==> config.mk <==
export PLATFORM = sky130hd
export DESIGN_NAME = dem_switch_tree
export DESIGN_NICKNAME = d
export VERILOG_FILES = /design/src/rtl/dem_switch_tree.sv
export SDC_FILE = /design/constraint.sdc
export NUM_CORES = 1
export LEC_CHECK = 0
export CORE_MARGIN = 5
export CORE_UTILIZATION = 30
export CTS_BUF_LIST = sky130_fd_sc_hd__clkbuf_4 sky130_fd_sc_hd__clkbuf_8
export DETAILED_ROUTE_END_ITERATION = 6
export GPL_TIMING_DRIVEN = 0
export MAX_ROUTING_LAYER = met4
export PLACE_DENSITY = 0.48
export SYNTH_ARGS = -nofsm -noshare
export SYNTH_HDL_FRONTEND = slang
export SYNTH_SLANG_ARGS = --single-unit
==> constraint.sdc <==
create_clock -name clk_i -period 6.4 [get_ports clk_i]
set_input_delay 1.92 -clock clk_i [delete_from_list [all_inputs] [get_ports clk_i]]
set_output_delay 1.92 -clock clk_i [all_outputs]
set_load 0.05 [all_outputs]
==> src/rtl/dem_switch_tree.sv <==
`default_nettype none
// ============================================================================
// Module   : dem_switch_tree
// Purpose  : Tree-structured dynamic element matching scrambler. NUM_LAYERS
//            layers of 2-way switching nodes split one clipped signed sample
//            into NUM_OUT = 2**NUM_LAYERS leaf codes whose sum equals the
//            clipped input. One register stage per layer; every node keeps
//            a one-bit first-order shaping (toggle) state.
// Ports    : clk_i          clock
//            reset_i        asynchronous active-high reset
//            clear_i        synchronous clear of toggles, stage valids, LFSR
//            valid_i/x_in_i input sample strobe / signed sample
//            valid_o        leaf vector valid
//            x_out_o        leaf k at [k*INPUT_WIDTH +: INPUT_WIDTH], signed
//            layer_valid_o  bit n = stage n+1 holds a valid sample
//            sat_o          sample on valid_o was clipped at input
//            zero_o         all leaves of the sample on valid_o are zero
//            sample_cnt_o   running count of valid_o pulses (wraps)
// Options  : DEM_SWITCH_DITHER_EN - XOR node signs with a 16-bit LFSR
// Revision : 1.0 - initial release
// ============================================================================
module dem_switch_tree #(
    parameter int          INPUT_WIDTH = 8,
    parameter int          NUM_LAYERS  = 3,
    parameter logic [15:0] LFSR_SEED   = 16'hACE1
) (
    input  logic                                  clk_i,
    input  logic                                  reset_i,
    input  logic                                  clear_i,
    input  logic                                  valid_i,
    input  logic [INPUT_WIDTH-1:0]                x_in_i,
    output logic                                  valid_o,
    output logic [(2**NUM_LAYERS)*INPUT_WIDTH-1:0] x_out_o,
    output logic [NUM_LAYERS-1:0]                 layer_valid_o,
    output logic                                  sat_o,
    output logic                                  zero_o,
    output logic [15:0]                           sample_cnt_o
);

    localparam int NUM_OUT  = 2**NUM_LAYERS;
    localparam int NUM_NODE = NUM_OUT / 2;
    localparam int W        = INPUT_WIDTH;

    localparam logic signed [W-1:0] c_MAX = W'(NUM_OUT);
    localparam logic signed [W-1:0] c_MIN = -c_MAX;

    // stage_q[n][k] : output k of layer n (only k < 2**n is meaningful)
    logic [W-1:0] stage_q   [1:NUM_LAYERS][NUM_OUT];
    logic [W-1:0] stage_d   [1:NUM_LAYERS][NUM_OUT];
    logic [W-1:0] w_node_in [1:NUM_LAYERS][NUM_NODE];
    logic         tog_q     [1:NUM_LAYERS][NUM_NODE];
    logic         tog_d     [1:NUM_LAYERS][NUM_NODE];

    logic [NUM_LAYERS:1] valid_q;
    logic [NUM_LAYERS:1] sat_q;
    logic [NUM_LAYERS:1] w_en;
    logic [NUM_LAYERS:1] w_sat_in;
    logic [15:0]         cnt_q;
    logic [W-1:0]        w_x_clip;
    logic                w_sat;
    logic                w_all_zero;
    logic [15:0]         w_dither;

`ifdef DEM_SWITCH_DITHER_EN
    logic [15:0] lfsr_q;
    logic        w_lfsr_fb;

    // Fibonacci taps 16,14,13,11
    assign w_lfsr_fb = lfsr_q[15] ^ lfsr_q[13] ^ lfsr_q[12] ^ lfsr_q[10];
    assign w_dither  = lfsr_q;

    always_ff @(posedge clk_i or posedge reset_i) begin
        if (reset_i) begin
            lfsr_q <= LFSR_SEED;
        end else if (clear_i) begin
            lfsr_q <= LFSR_SEED;
        end else if (valid_i) begin
            lfsr_q <= {lfsr_q[14:0], w_lfsr_fb};
        end
    end
`else
    assign w_dither = 16'h0000;
`endif

    // Input clip to [-NUM_OUT, +NUM_OUT]
    always_comb begin
        w_x_clip = x_in_i;
        w_sat    = 1'b0;
        if ($signed(x_in_i) > c_MAX) begin
            w_x_clip = c_MAX;
            w_sat    = 1'b1;
        end else if ($signed(x_in_i) < c_MIN) begin
            w_x_clip = c_MIN;
            w_sat    = 1'b1;
        end
    end

    // Stage enables, node inputs and the sat flag travelling with the sample
    always_comb begin
        w_en[1]     = valid_i & ~clear_i;
        w_sat_in[1] = w_sat;
        for (int n = 1; n <= NUM_LAYERS; n++) begin
            for (int i = 0; i < NUM_NODE; i++) begin
                w_node_in[n][i] = '0;
            end
        end
        w_node_in[1][0] = w_x_clip;
        for (int n = 2; n <= NUM_LAYERS; n++) begin
            w_en[n]     = valid_q[n-1];
            w_sat_in[n] = sat_q[n-1];
            for (int i = 0; i < NUM_NODE; i++) begin
                w_node_in[n][i] = stage_q[n-1][i];
            end
        end
    end

    // Switching nodes. Odd inputs get a +/-1 steer whose sign alternates per
    // node, so each node's running steering sum stays within one LSB.
    always_comb begin
        logic signed [W:0] xe;
        logic signed [W:0] s;
        logic signed [W:0] p;
        logic signed [W:0] m;
        logic              neg;
        stage_d = stage_q;
        tog_d   = tog_q;
        for (int n = 1; n <= NUM_LAYERS; n++) begin
            for (int i = 0; i < NUM_NODE; i++) begin
                if (i < (1 << (n - 1))) begin
                    xe  = {w_node_in[n][i][W-1], w_node_in[n][i]};
                    neg = tog_q[n][i] ^ w_dither[4'((n * 7 + i) % 16)];
                    s   = '0;
                    if (w_node_in[n][i][0]) begin
                        s           = neg ? {(W+1){1'b1}} : (W+1)'(1);
                        tog_d[n][i] = ~tog_q[n][i];
                    end
                    // x+s and x-s are even, so dropping bit 0 is exact
                    p = xe + s;
                    m = xe - s;
                    stage_d[n][2*i]   = p[W:1];
                    stage_d[n][2*i+1] = m[W:1];
                end
            end
        end
    end

    always_ff @(posedge clk_i or posedge reset_i) begin
        if (reset_i) begin
            valid_q <= '0;
            sat_q   <= '0;
            cnt_q   <= '0;
            for (int n = 1; n <= NUM_LAYERS; n++) begin
                for (int k = 0; k < NUM_OUT; k++) begin
                    stage_q[n][k] <= '0;
                end
                for (int i = 0; i < NUM_NODE; i++) begin
                    tog_q[n][i] <= 1'b0;
                end
            end
        end else if (clear_i) begin
            // In-flight samples are dropped; leaf data and count are kept
            valid_q <= '0;
            for (int n = 1; n <= NUM_LAYERS; n++) begin
                for (int i = 0; i < NUM_NODE; i++) begin
                    tog_q[n][i] <= 1'b0;
                end
            end
        end else begin
            valid_q <= w_en;
            for (int n = 1; n <= NUM_LAYERS; n++) begin
                if (w_en[n]) begin
                    sat_q[n] <= w_sat_in[n];
                    for (int k = 0; k < NUM_OUT; k++) begin
                        stage_q[n][k] <= stage_d[n][k];
                    end
                    for (int i = 0; i < NUM_NODE; i++) begin
                        tog_q[n][i] <= tog_d[n][i];
                    end
                end
            end
            // Counted on the load so the count includes the sample shown
            if (w_en[NUM_LAYERS]) begin
                cnt_q <= cnt_q + 16'd1;
            end
        end
    end

    always_comb begin
        w_all_zero = 1'b1;
        for (int k = 0; k < NUM_OUT; k++) begin
            if (stage_q[NUM_LAYERS][k] != '0) begin
                w_all_zero = 1'b0;
            end
        end
    end

    for (genvar k = 0; k < NUM_OUT; k++) begin : g_out
        assign x_out_o[k*W +: W] = stage_q[NUM_LAYERS][k];
    end

    assign valid_o       = valid_q[NUM_LAYERS];
    assign layer_valid_o = valid_q;
    assign sat_o         = valid_q[NUM_LAYERS] & sat_q[NUM_LAYERS];
    assign zero_o        = valid_q[NUM_LAYERS] & w_all_zero;
    assign sample_cnt_o  = cnt_q;

endmodule
`default_nettype wire

## After elaboration in Yosys (flattened, before gate mapping)

Cells that the tools add are included.
Widths: inputs -> output; s select.

- Word-level logic and storage cells: 117
- Input bits: 12
- Output and inout bits: 86
- Memory bits (writable): 0
- Bits in read-only memories: 0
- Memories: 0
- Bits in latches: 0
- Bits in registers: 141

- Add/subtract/negate cells: 15
- Reduce and logical (&&, ||, !) cells: 28
- Multipliers: 0
- Shift operators: 0
- Bitwise logic cells: 11
- Multiplexer cells: 35
- Order comparisons: 2
- Equal/unequal tests: 0
- Div/mod/pow operators: 0

Operators by type and width:

| kind | count |
|---|---|
| $mux 9 | 8 |
| $reduce_bool 8->1 | 8 |
| $add 8x9->9 | 4 |
| $sub 8x9->9 | 4 |
| $add 8x2->9 | 3 |
| $sub 8x2->9 | 3 |
| $mux 1 | 20 |
| $reduce_and 2->1 | 10 |
| $reduce_bool 2->1 | 10 |
| $add 16x1->16 const B | 1 |
| $mux 8 | 2 |
| $mux 12 | 1 |
| $mux 4 | 3 |
| $gt 8x5->1 const B | 1 |
| $lt 8x4->1 const B | 1 |
| $not 1->1 | 8 |
| $and 1x1->1 | 3 |
| $mux 3 | 1 |

## Longest topological paths before layout

- Word-level depth: 10
- Mapped depth: 13
- Depth with buffers taken out: 13

## Worst setup path after synthesis

No wires, ideal clock.

- Kind: input port to flip-flop
- Start point: input port x_in_i[4]
- End point: register stage_q[191] (netlist bit)
- Data required time: 6276 ps
- Data arrival time: 4265 ps
- Slack: 2011 ps
- Buffers on the path: 1
- Cell stages on the path: 13
- Library setup time: 124 ps
- Cell sequence: and3_1 -> nand3_1 -> ha_1 -> nor2b_1 -> o21a_1 -> nand2_1 -> ha_1 -> buf_2 -> o21ba_2 -> o21ai_0 -> a211oi_2 -> o21ai_0 -> a21oi_1

- Word-level cells in the longest chain between the ends: 5
- Elaborated cells between the ends (all ways): 6
- Those cells by class: add/sub: 1; order compare: 2; mux: 3

RTL lines:

| element | line | text |
|---|---|---|
| start, declared | 31 | `input logic [INPUT_WIDTH-1:0] x_in_i,` |
| $lt 8x4->1 | 92 | `end else if ($signed(x_in_i) < c_MIN) begin` |
| $mux 8 | 92 |  |
| $mux 8 (*) | 89 | `if ($signed(x_in_i) > c_MAX) begin` |
| $mux 9 | 133 | `if (w_node_in[n][i][0]) begin` |
| $add 8x9->9 (*) | 138 | `p = xe + s;` |
| end signal, assigned by index | 174 | `stage_q[n][k] <= stage_d[n][k];` |
| end, declared | 48 | `logic [W-1:0] stage_q [1:NUM_LAYERS][NUM_OUT];` |

Every way passes the cells marked *; elsewhere a longest branch is shown, timed or not.
A chain may end at the register's enable or synchronous reset.

## Worst setup path in the final report

- Start point: register stage_q, in the netlist x_out_o[60]
- End point: output port zero_o

- Word-level cells in the longest chain between the ends: 3

RTL lines:

| element | line | text |
|---|---|---|
| $reduce_bool 8->1 | 191 | `if (stage_q[NUM_LAYERS][k] != '0) begin` |
| $mux 1 | 191 |  |
| $and 1x1->1 | 204 | `assign zero_o = valid_q[NUM_LAYERS] & w_all_zero;` |
| end, declared | 36 | `output logic zero_o,` |

No other way between the ends.

==> results.tsv <==
stage	metric	value	unit
placement	Placed Cells	1473	
yosys	commonest register cell after synthesis	dfrtp_1	
clocking	Setup Buffers After CTS	0	
finish	fraction of layout cells with a size suffix above 1	12.0	%
clocking	clock transition at the registers of the reported paths	0.10	ns
clocking	hold_buf cts	0	
floorplanning	Ports	98	
clocking	CTS tree	built	
yosys	Synth top area share	39.4	%
timing	setup violators final	0	
timing	setup TNS	0	ns
global_routing	M2 GR Usage	22.6	%
floorplanning	Rows	62	
placement	IO buf count	97	
yosys	number of enable flip-flop cells after synthesis	0	
route	WL final	24.0	mm
floorplanning	Die H	181	um
yosys	top post-synthesis cells by area	dfrtp_1, ha_1, nand2_1	
yosys	Distinct cells, synth	56	
yosys	synthesized cell area	8770	um2
worst_setup_path	worst path cell trace	nor4_1 > nand3_1 > nor4_2 > clkdlybuf4s50_1	
placement	dpl ws	0.913	ns
worst_setup_path	Crit Path Max Fanout	3	
worst_setup_path	Setup crit start kind	flop	
yosys	post-synthesis cell count	991	
global_routing	pin count of the biggest net entering global routing	76	
global_routing	initial antenna violation count	0	
finish	Final nets	1192	
yosys	Avg Cell Area, Syn	8.85	um2
clocking	later-pin clock latency in the skew report	0.46	ns
global_routing	Congestion Overflow GR	0	
global_routing	met1 Usage GRT	20.6	%
route	DR DRC count	0	
global_routing	Most Crowded Layer GR	met2	
placement	DP Area	10200	um2
route	DRT antenna net count	0	
clocking	cts bufs inserted	17	
clocking	CTS max path bufs	2	
global_routing	vias in the first global route	6771	
route	drt pass-1 iters	5	
timing	crit path time final	5.22	ns
clocking	Root Driver	clkbuf_8	
timing	Hold Vio Cnt, Final	0	
worst_setup_path	Arr. time, crit path	3.30	ns
route	DR WL/cell	15.9	um
worst_setup_path	worst path required time	4.48	ns
worst_setup_path	WS Path Type	flop to output port	
run	max cap viols	0	
run_status	status	complete, no violations	
pwr	Static Leak	0.00479	uW
timing	Fin Hold WS	0.472	ns
finish	area grow syn2layout	21.3	%
global_routing	Tot GR Track Use	15.0	%
yosys	Seq/Total Area, Yosys	39.4	%
hold_path	HP Class	flop to flop	
pwr	Max IR drop VDD	0.000140	V
floorplanning	total core area	28800	um2
finish	Non-Filler Instances	1505	
yosys	Post-synth top cells	nand2_1, dfrtp_1, o21ai_0, ha_1, buf_4	
worst_setup_path	crit path buf inv count	1	
floorplanning	die width	181	um
worst_setup_path	Worst setup EP type	output port	
timing	RSZ-0062 raised after global routing	false	
placement	GPL Wtd Cong	0.848	
timing	Final WS setup	1.18	ns
yosys	synth warn	0	
global_routing	first-pass GRT wire length	38.3	mm
yosys	async set or reset register ratio after synthesis	100	%
finish	Fillers	2967	
timing	Final period util	81.6	%
route	1st-iter DRT viols	355	
worst_setup_path	crit-path leading delay family	simple AND/OR/NAND/NOR gates	
timing	max-slew violations	0	
yosys	post-synth top area cell	dfrtp_1	
worst_setup_path	CP peak stage delay	0.91	ns
yosys	top-count cell post-synth	nand2_1	
floorplanning	Initial Util	30.5	%
clocking	clock sink total	138	
route	via/cell ratio	4.63	
pwr	Power Density	353	nW/um2
worst_setup_path	Crit-path slowest cell	nor4_1	
global_routing	grt met3 use	2.23	%
yosys	Yosys reg bits	138	
timing	Slew headroom	29.0	%
timing	Worst-Margin Slew	1.05	ns
floorplanning	area of the die	32700	um2
timing	Setup Skew	0.0164	ns
clocking	H-tree Lvls	4	
placement	HPWL Detailed	18.8	mm
yosys	Post-Syn Nets	1075	
finish	fin area	10600	um2
finish	n_diodes	0	
timing	Fmax	0.191	GHz
route	vias	6962	
clocking	PostCTS Resize Cnt	0	
## area by class of cell
class                      count  area (um2)  share of cell area, %
buffer                       106         671                   6.31
sequential                   138        3450                   32.5
tap                          384         480                   4.52
timing repair buffer          98         998                   9.39
multi-input combinational    712        4510                   42.4
inverter                      35         136                   1.28
clock buffer                  17         234                   2.20
clock inverter                15         148                   1.39
## cell usage in the layout (no fill, tap or decap), types with 7 or more instances in the layout
master,n
a211oi_1,8
a21oi_1,26
a31oi_1,10
and3_1,14
buf_2,17
buf_4,65
clkbuf_1,23
clkbuf_8,17
clkdlybuf4s50_1,97
dfrtp_1,138
ha_1,68
inv_1,31
nand2_1,181
nand2b_1,11
nand3_1,29
nand3b_1,8
nand4_1,7
nor2_1,58
nor2b_1,13
nor3_1,18
nor3b_1,13
nor4_1,15
o21ai_0,95
xnor2_1,39
xor2_1,30
## kinds of logic (layout without fill, tap and decap cells)
| group | after synthesis | in the layout | synth area share (%) |
|---|---|---|---|
| AO/OA/AOI/OAI | 172 | 172 | 11.3 |
| flip-flops | 138 | 138 | 39.4 |
| buffers and inverters | 141 | 271 | 9.15 |
| AND/OR/NAND/NOR | 392 | 392 | 21.7 |
| adder cells (fa/ha/maj) | 72 | 72 | 10.6 |
| XOR/XNOR | 69 | 69 | 6.89 |
| multiplexers | 7 | 7 | 0.856 |
## metal layers
layer	share of wire, %	vias up	wire (um)
met5	0	-	0
li1	-	3548	-
met1	49	3239	11800
met2	44	147	10500
met4	2.9	0	703
met3	3.9	28	933
## path summary, 6_finish.rpt
kind	startpoint	endpoint	slack (ns)	cells after the start
hold reg to reg	sample_cnt_o[15]	sample_cnt_o[15]	0.47	1
setup reg to reg	stage_q[112]	x_out_o[30]	3.85	8
setup / recovery	x_out_o[60]	zero_o	1.18	4
max in group asynchronous	reset_i	x_out_o[54]	3.72	3
min in group asynchronous	reset_i	x_out_o[18]	1.90	2
hold / removal	sample_cnt_o[15]	sample_cnt_o[15]	0.47	1
## sequential cells by signal, summed over array words and instances, names as in the netlist
register / flops
stage_q: 48
sat_q: 3
layer_valid_o: 3
x_out_o: 64
tog_q: 4
sample_cnt_o: 16
## through the flow
step / util [%] / power [uW]
4_1_cts: 36.9 / 3800
2_1_floorplan: - / 2520
3_5_place_dp: 35.6 / 3090
3_3_place_gp: 35.5 / 3080
6_report: 36.9 / 3760
5_1_grt: 36.9 / 3980
## report_power, final
group | switching (uW) | total [uW] | internal [uW]
registers | 240 | 1320 | 1080
logic | 1040 | 1730 | 692
clock network | 416 | 705 | 289
total | 1690 | 3760 | 2060
Power figures use the tool's default switching activity.
==> variant 1, RTL diff (same settings) <==
Build with the macro `DEM_SWITCH_DITHER_EN` defined.
--- a/src/rtl/dem_switch_tree.sv
+++ b/src/rtl/dem_switch_tree.sv
@@ -21,2 +21,4 @@
 // ============================================================================
+`define DEM_SWITCH_DITHER_EN
+
 module dem_switch_tree #(
Function: changed (Yosys sat finds a counterexample within 4 cycles, from zero or initial values and one cycle with reset_i high).
==> variant 1 against the original RTL <==
Combinational power up 37%; final area increased by 5.8%; routed wire length increased by 2.8%; power is 23% higher; clock skew is 0.0014 ns higher; sequential cell count grew 16; synthesized area rose by 6.8%; via count rose by 5.3%; setup slack lost 0.0044 ns; count of clock-buffer cells in the layout rose by 2; maximum frequency hardly changed; largest cell class unchanged.
==> variant 1: results (changes against the original RTL) <==
stage	metric	value	unit	change
placement	Routability Congestion	0.830		was 0.848
layout	post-route cell area	11200	sq um	was 10600 sq um
detailed_routing	Via Count	7333		was 6962
synthesis	count of different cell masters after synthesis	52		was 56
timing	clk_skew	0.0178	ns	was 0.0164 ns
detailed_routing	DRT iter0 DRCs	366		was 355
global_route	largest net degree at the start of global routing	81		was 76
layout	clk cell area share	0.0349		was 0.0359
detailed_routing	WL met1	12300	um	was 11800 um
layout	multi-input logic cell count	738		was 712
placement	Place WS	0.700	ns	was 0.913 ns
synthesis	flop and latch count out of synthesis	154		was 138
layout	final net count	1238		was 1192
placement	Buffers on Ports	96		was 97
placement	DP Wirelength	19100	um	was 18800 um
detailed_routing	met2 WL	11100	um	was 10500 um
layout	number of clock buffers in the layout	19		was 17
detailed_routing	post-DR vias/cell	4.69		was 4.63
power	static leakage	0.00511	uW	was 0.00479 uW
global_route	first-pass GRT wire length	40600	um	was 38300 um
synthesis	syn nets	1122		was 1075
run_status	status	complete, no violations		unchanged
synthesis	Seq/Total Area, Yosys	0.413		was 0.394
global_route	GRT Resource Usage Total	0.144		was 0.150
worst_setup_path	CP Max Fanout	9		was 3
detailed_routing	final wirelength	24600	um	was 24000 um
layout	layout cells sized above 1	0.110		was 0.120
synthesis	mean area per synthesized cell	9.01	sq um	was 8.85 sq um
placement	Placed Instances	1532		was 1473
layout	FF/Latch Area	3860	sq um	was 3450 sq um
synthesis	dominant cells by area after synthesis	dfrtp_1, ha_1, nand2_1		unchanged
worst_setup_path	crit path DAT	5.60	ns	was 3.30 ns
detailed_routing	routed wl met3	899	um	was 933 um
layout	non-clock buffer area fraction after layout	0.150		was 0.157
global_route	met3 Track Usage GR	0.0230		was 0.0223
floorplan	DIE AREA	34800	sq um	was 32700 sq um
global_route	grt met2 use	0.221		was 0.226
timing	Slew @ Worst Pin	0.884	ns	was 1.05 ns
layout	fillers	3211		was 2967
global_route	grt met1 use	0.202		was 0.206
layout	Non-clock buffers	211		was 204
layout	multi-input logic area	4670	sq um	was 4510 sq um
power	worst IR drop on VDD	0.171	mV	was 0.140 mV
## variant 1: cell types whose count changed after synthesis, moves of 7 or more
cell      delta
nand2_1      +8
nand3b_1     -8
buf_1        +9
xnor2_1      +7
a211o_1      +8
mux2i_1      +9
o21a_1       +7
dfstp_2      +8
dfrtp_1      +8
## variant 1: cells by family after synthesis
logic type | synth area share
and+or+nand+nor | 0.189
AOI/OAI and AO/OA | 0.129
DFF | 0.413
buffers and inverters | 0.0881
xor gates and xnor gates | 0.0702
adders and majority gates | 0.0981
muxes | 0.0128
## variant 1: power groups by stage
stage | logic, uW | clock network [uW] | registers [uW]
after floorplan | 1730 | 0 | 1460
after global placement | 2380 | 0 | 1530
after detailed placement | 2390 | 0 | 1540
after CTS | 2390 | 770 | 1520
after global routing | 2580 | 811 | 1560
final | 2370 | 752 | 1520
## variant 1: worst max-delay path: stages
cell and delay, ns:
clkdlybuf4s50_1 0.52, and3_1 0.17, nand3_1 0.08, ha_1 0.37, nor2b_1 0.06, o21ai_1 0.32
nand2b_1 0.46, inv_1 0.28, ha_1 0.30, o21bai_1 0.19, a221oi_2 0.29, nor3_1 0.07
or4_1 0.46, a21oi_1 0.13
## variant 1: final timing paths
path / cells past startpoint / end / slack, ns / startpoint
setup / recovery: 14 / stage_q[191] / 1.17 / x_in_i[4]
hold / removal: 1 / sample_cnt_o[15] / 0.48 / sample_cnt_o[15]
setup reg to reg: 9 / x_out_o[46] / 3.24 / lfsr_q[7]
hold reg to reg: 1 / sample_cnt_o[15] / 0.48 / sample_cnt_o[15]
max in group asynchronous: 3 / lfsr_q[0] / 3.64 / reset_i
min in group asynchronous: 2 / sample_cnt_o[9] / 1.91 / reset_i
==> variant 2, RTL diff (same settings) <==
Made on the original files. Put a register stage on the outputs `valid_o`, `sat_o` and `zero_o`. The values now appear one clock later. The other outputs are not delayed to match.
--- a/src/rtl/dem_switch_tree.sv
+++ b/src/rtl/dem_switch_tree.sv
@@ -200,6 +200,8 @@
 
-    assign valid_o       = valid_q[NUM_LAYERS];
     assign layer_valid_o = valid_q;
-    assign sat_o         = valid_q[NUM_LAYERS] & sat_q[NUM_LAYERS];
-    assign zero_o        = valid_q[NUM_LAYERS] & w_all_zero;
+    always_ff @(posedge clk_i) begin
+        valid_o <= valid_q[NUM_LAYERS];
+        sat_o   <= valid_q[NUM_LAYERS] & sat_q[NUM_LAYERS];
+        zero_o  <= valid_q[NUM_LAYERS] & w_all_zero;
+    end
     assign sample_cnt_o  = cnt_q;
Function: changed (a bounded check fails within 4 cycles, from zero or initial values and one cycle with reset_i high).
==> variant 2 against the original RTL <==
Sequential cell count up 3; routed wire length decreased by 1.4%; first-iteration DRC count rose by 7.3%; synthesized area increased by 0.60%; power up 0.24%; die area is 0.57% higher; core utilization rose by 0.096 points; final area increased by 0.53%; critical path depth up 10; synthesized cell count is 0.20% higher; setup slack improved by 0.30 ns; critical path type is now in -> reg; largest cell class unchanged; largest power group unchanged.
==> variant 2: results (changes against the original RTL) <==
stage	metric	value	unit	change
run_status	status	complete, no violations		unchanged
power	static leakage	0.00481	uW	was 0.00479 uW
worst_setup_path	CP max-delay cell	clkdlybuf4s50_1		was nor4_1
clock_tree	post-CTS setup buffers	0		unchanged
global_route	GRT Resource Usage Total	0.149		was 0.150
placement	Routability Congestion	0.875		was 0.848
worst_setup_path	crit path launch	x_in_i[7]		was x_out_o[60]
timing	clk_skew	0.0149	ns	was 0.0164 ns
clock_tree	Root Buffer	clkbuf_8		unchanged
clock_tree	CTS-repair resized insts	0		unchanged
synthesis	Ys Warns	0		unchanged
timing	Slew @ Worst Pin	0.756	ns	was 1.05 ns
synthesis	Compound-Gate Fraction of Synth Area	0.113		about the same
clock_tree	Worst-path clk slew	0.09	ns	
synthesis	Post-Synth Adder-Cell Area	0.106		about the same
worst_setup_path	CP Max Fanout	9		was 3
clock_tree	Clock H-tree levels	4		unchanged
placement	DP Wirelength	18600	um	was 18800 um
global_route	initial antenna violation count	0		unchanged
detailed_routing	1st-pass router iterations	5		unchanged
worst_setup_path	reg2reg start	stage_q[112]		unchanged
synthesis	main flop type after synthesis	dfrtp_1		unchanged
global_route	largest net degree at the start of global routing	94		was 76
layout	max reg flops	64		unchanged
synthesis	top cells by count, synth	nand2_1, dfrtp_1, o21ai_0, ha_1, buf_4		unchanged
worst_setup_path	crit path to	stage_q[189]		was zero_o
placement	Place WS	0.968	ns	was 0.913 ns
synthesis	Seq/Total Area, Yosys	0.398		was 0.394
global_route	number of global-route vias before repair	6973		was 6771
worst_setup_path	CP top delay family	compound AO/OA/AOI/OAI gates		was simple AND/OR/NAND/NOR gates
layout	antenna cells	0		unchanged
layout	layout cells sized above 1	0.119		was 0.120
worst_setup_path	r2r setup slk	3.89	ns	was 3.85 ns
detailed_routing	DRT iter0 DRCs	381		was 355
detailed_routing	post-DR vias/cell	4.64		was 4.63
synthesis	Post-synth ARST share	0.979		was 1.00
clock_tree	CTS buffer count	17		unchanged
detailed_routing	wire length per cell	15.7	um	was 15.9 um
worst_setup_path	crit path DAT	5.24	ns	was 3.30 ns
synthesis	Synth Area in XOR/XNOR	0.0685		was 0.0689
synthesis	count of different cell masters after synthesis	57		was 56
timing	Period minus WS final	4.93	ns	was 5.22 ns
layout	final net count	1194		was 1192
power	worst IR drop on VDD	0.127	mV	was 0.140 mV
clock_tree	worst skew pair latency	0.45	ns	
min_path	Hold Crit Class	reg -> reg		unchanged
placement	Buffers on Ports	97		unchanged
worst_setup_path	largest stage delay on the critical path	0.55	ns	was 0.91 ns
clock_tree	Longest Clk Path Bufs	2		unchanged
worst_setup_path	Worst R2R End	x_out_o[21]		was x_out_o[30]
synthesis	syn nets	1077		was 1075
synthesis	mux share of post-synthesis cell area	0.00851		was 0.00856
worst_setup_path	r2r worst-path depth	8		unchanged
global_route	first-pass GRT wire length	38300	um	about the same
synthesis	dominant cells by area after synthesis	dfrtp_1, ha_1, nand2_1		unchanged
-- variant 2: through the flow --
stage | cells | instance area (sq um) | power, uW
final | 1507 | 10700 | 3760
after global routing | 1507 | 10700 | 4000
after CTS | 1507 | 10700 | 3820
after detailed placement | 1475 | 10300 | 3090
after global placement | 1474 | 10300 | 3080
after floorplan | 993 | 8820 | 2530
-- variant 2: worst min path at each step --
stage                startpoint  endpoint  slack (ns)  depth (start not counted)
6_report       layer_valid_o[2]   valid_o        0.42                          0
5_1_grt        layer_valid_o[2]   valid_o        0.44                          0
4_1_cts        layer_valid_o[2]   valid_o        0.42                          0
3_5_place_dp   layer_valid_o[2]   valid_o        0.40                          0
3_3_place_gp   layer_valid_o[2]   valid_o        0.40                          0
2_1_floorplan          sat_q[3]  sat_q[3]        0.44                          2
-- variant 2: cell type report --
| cell class | count | area (sq um) |
|---|---|---|
| Clock buffer | 17 | 234 |
| Sequential cell | 141 | 3510 |
| Tap cell | 384 | 480 |
| Buffer | 105 | 663 |
| Multi-Input combinational cell | 712 | 4510 |
| Clock inverter | 15 | 151 |
| Fill cell | 3050 | 18200 |
| Timing Repair Buffer | 98 | 998 |
| Inverter | 35 | 136 |
-- variant 2: routing by layer --
layer,vias to the layer above,part of all wire,global-route usage
met4,0,0.013,0.0366
met5,-,0,-
met1,3305,0.48,0.197
met2,129,0.47,0.240
met3,12,0.036,0.0238
li1,3545,-,-
-- variant 2: worst reg2reg max path: cells and delay by family (launching register included) --
| kind | cells | cell delay (ns) |
|---|---|---|
| AO/OA/AOI/OAI | 4 | 0.88 |
| adder cells (fa/ha/maj) | 1 | 0.27 |
| buffers and inverters | 1 | 0.25 |
| XOR/XNOR | 1 | 0.21 |
| flip-flops | 1 | 0.44 |
| AND/OR/NAND/NOR | 1 | 0.34 |
-- variant 2: where the power goes --
part	leakage (uW)	internal, uW	switching (uW)	total (uW)
Clock	0.000186	321	396	717
Combinational	0.00282	689	1010	1700
Sequential	0.00180	1100	247	1340
-- variant 2: logic make-up (layout without fill, tap and decap cells) --
family                     count (synthesis)  count (layout)
AOI/OAI and AO/OA                        172             172
xor gates and xnor gates                  69              69
adders and majority gates                 72              72
buffers and inverters                    140             270
DFF                                      141             141
muxes                                      7               7
and+or+nand+nor                          392             392
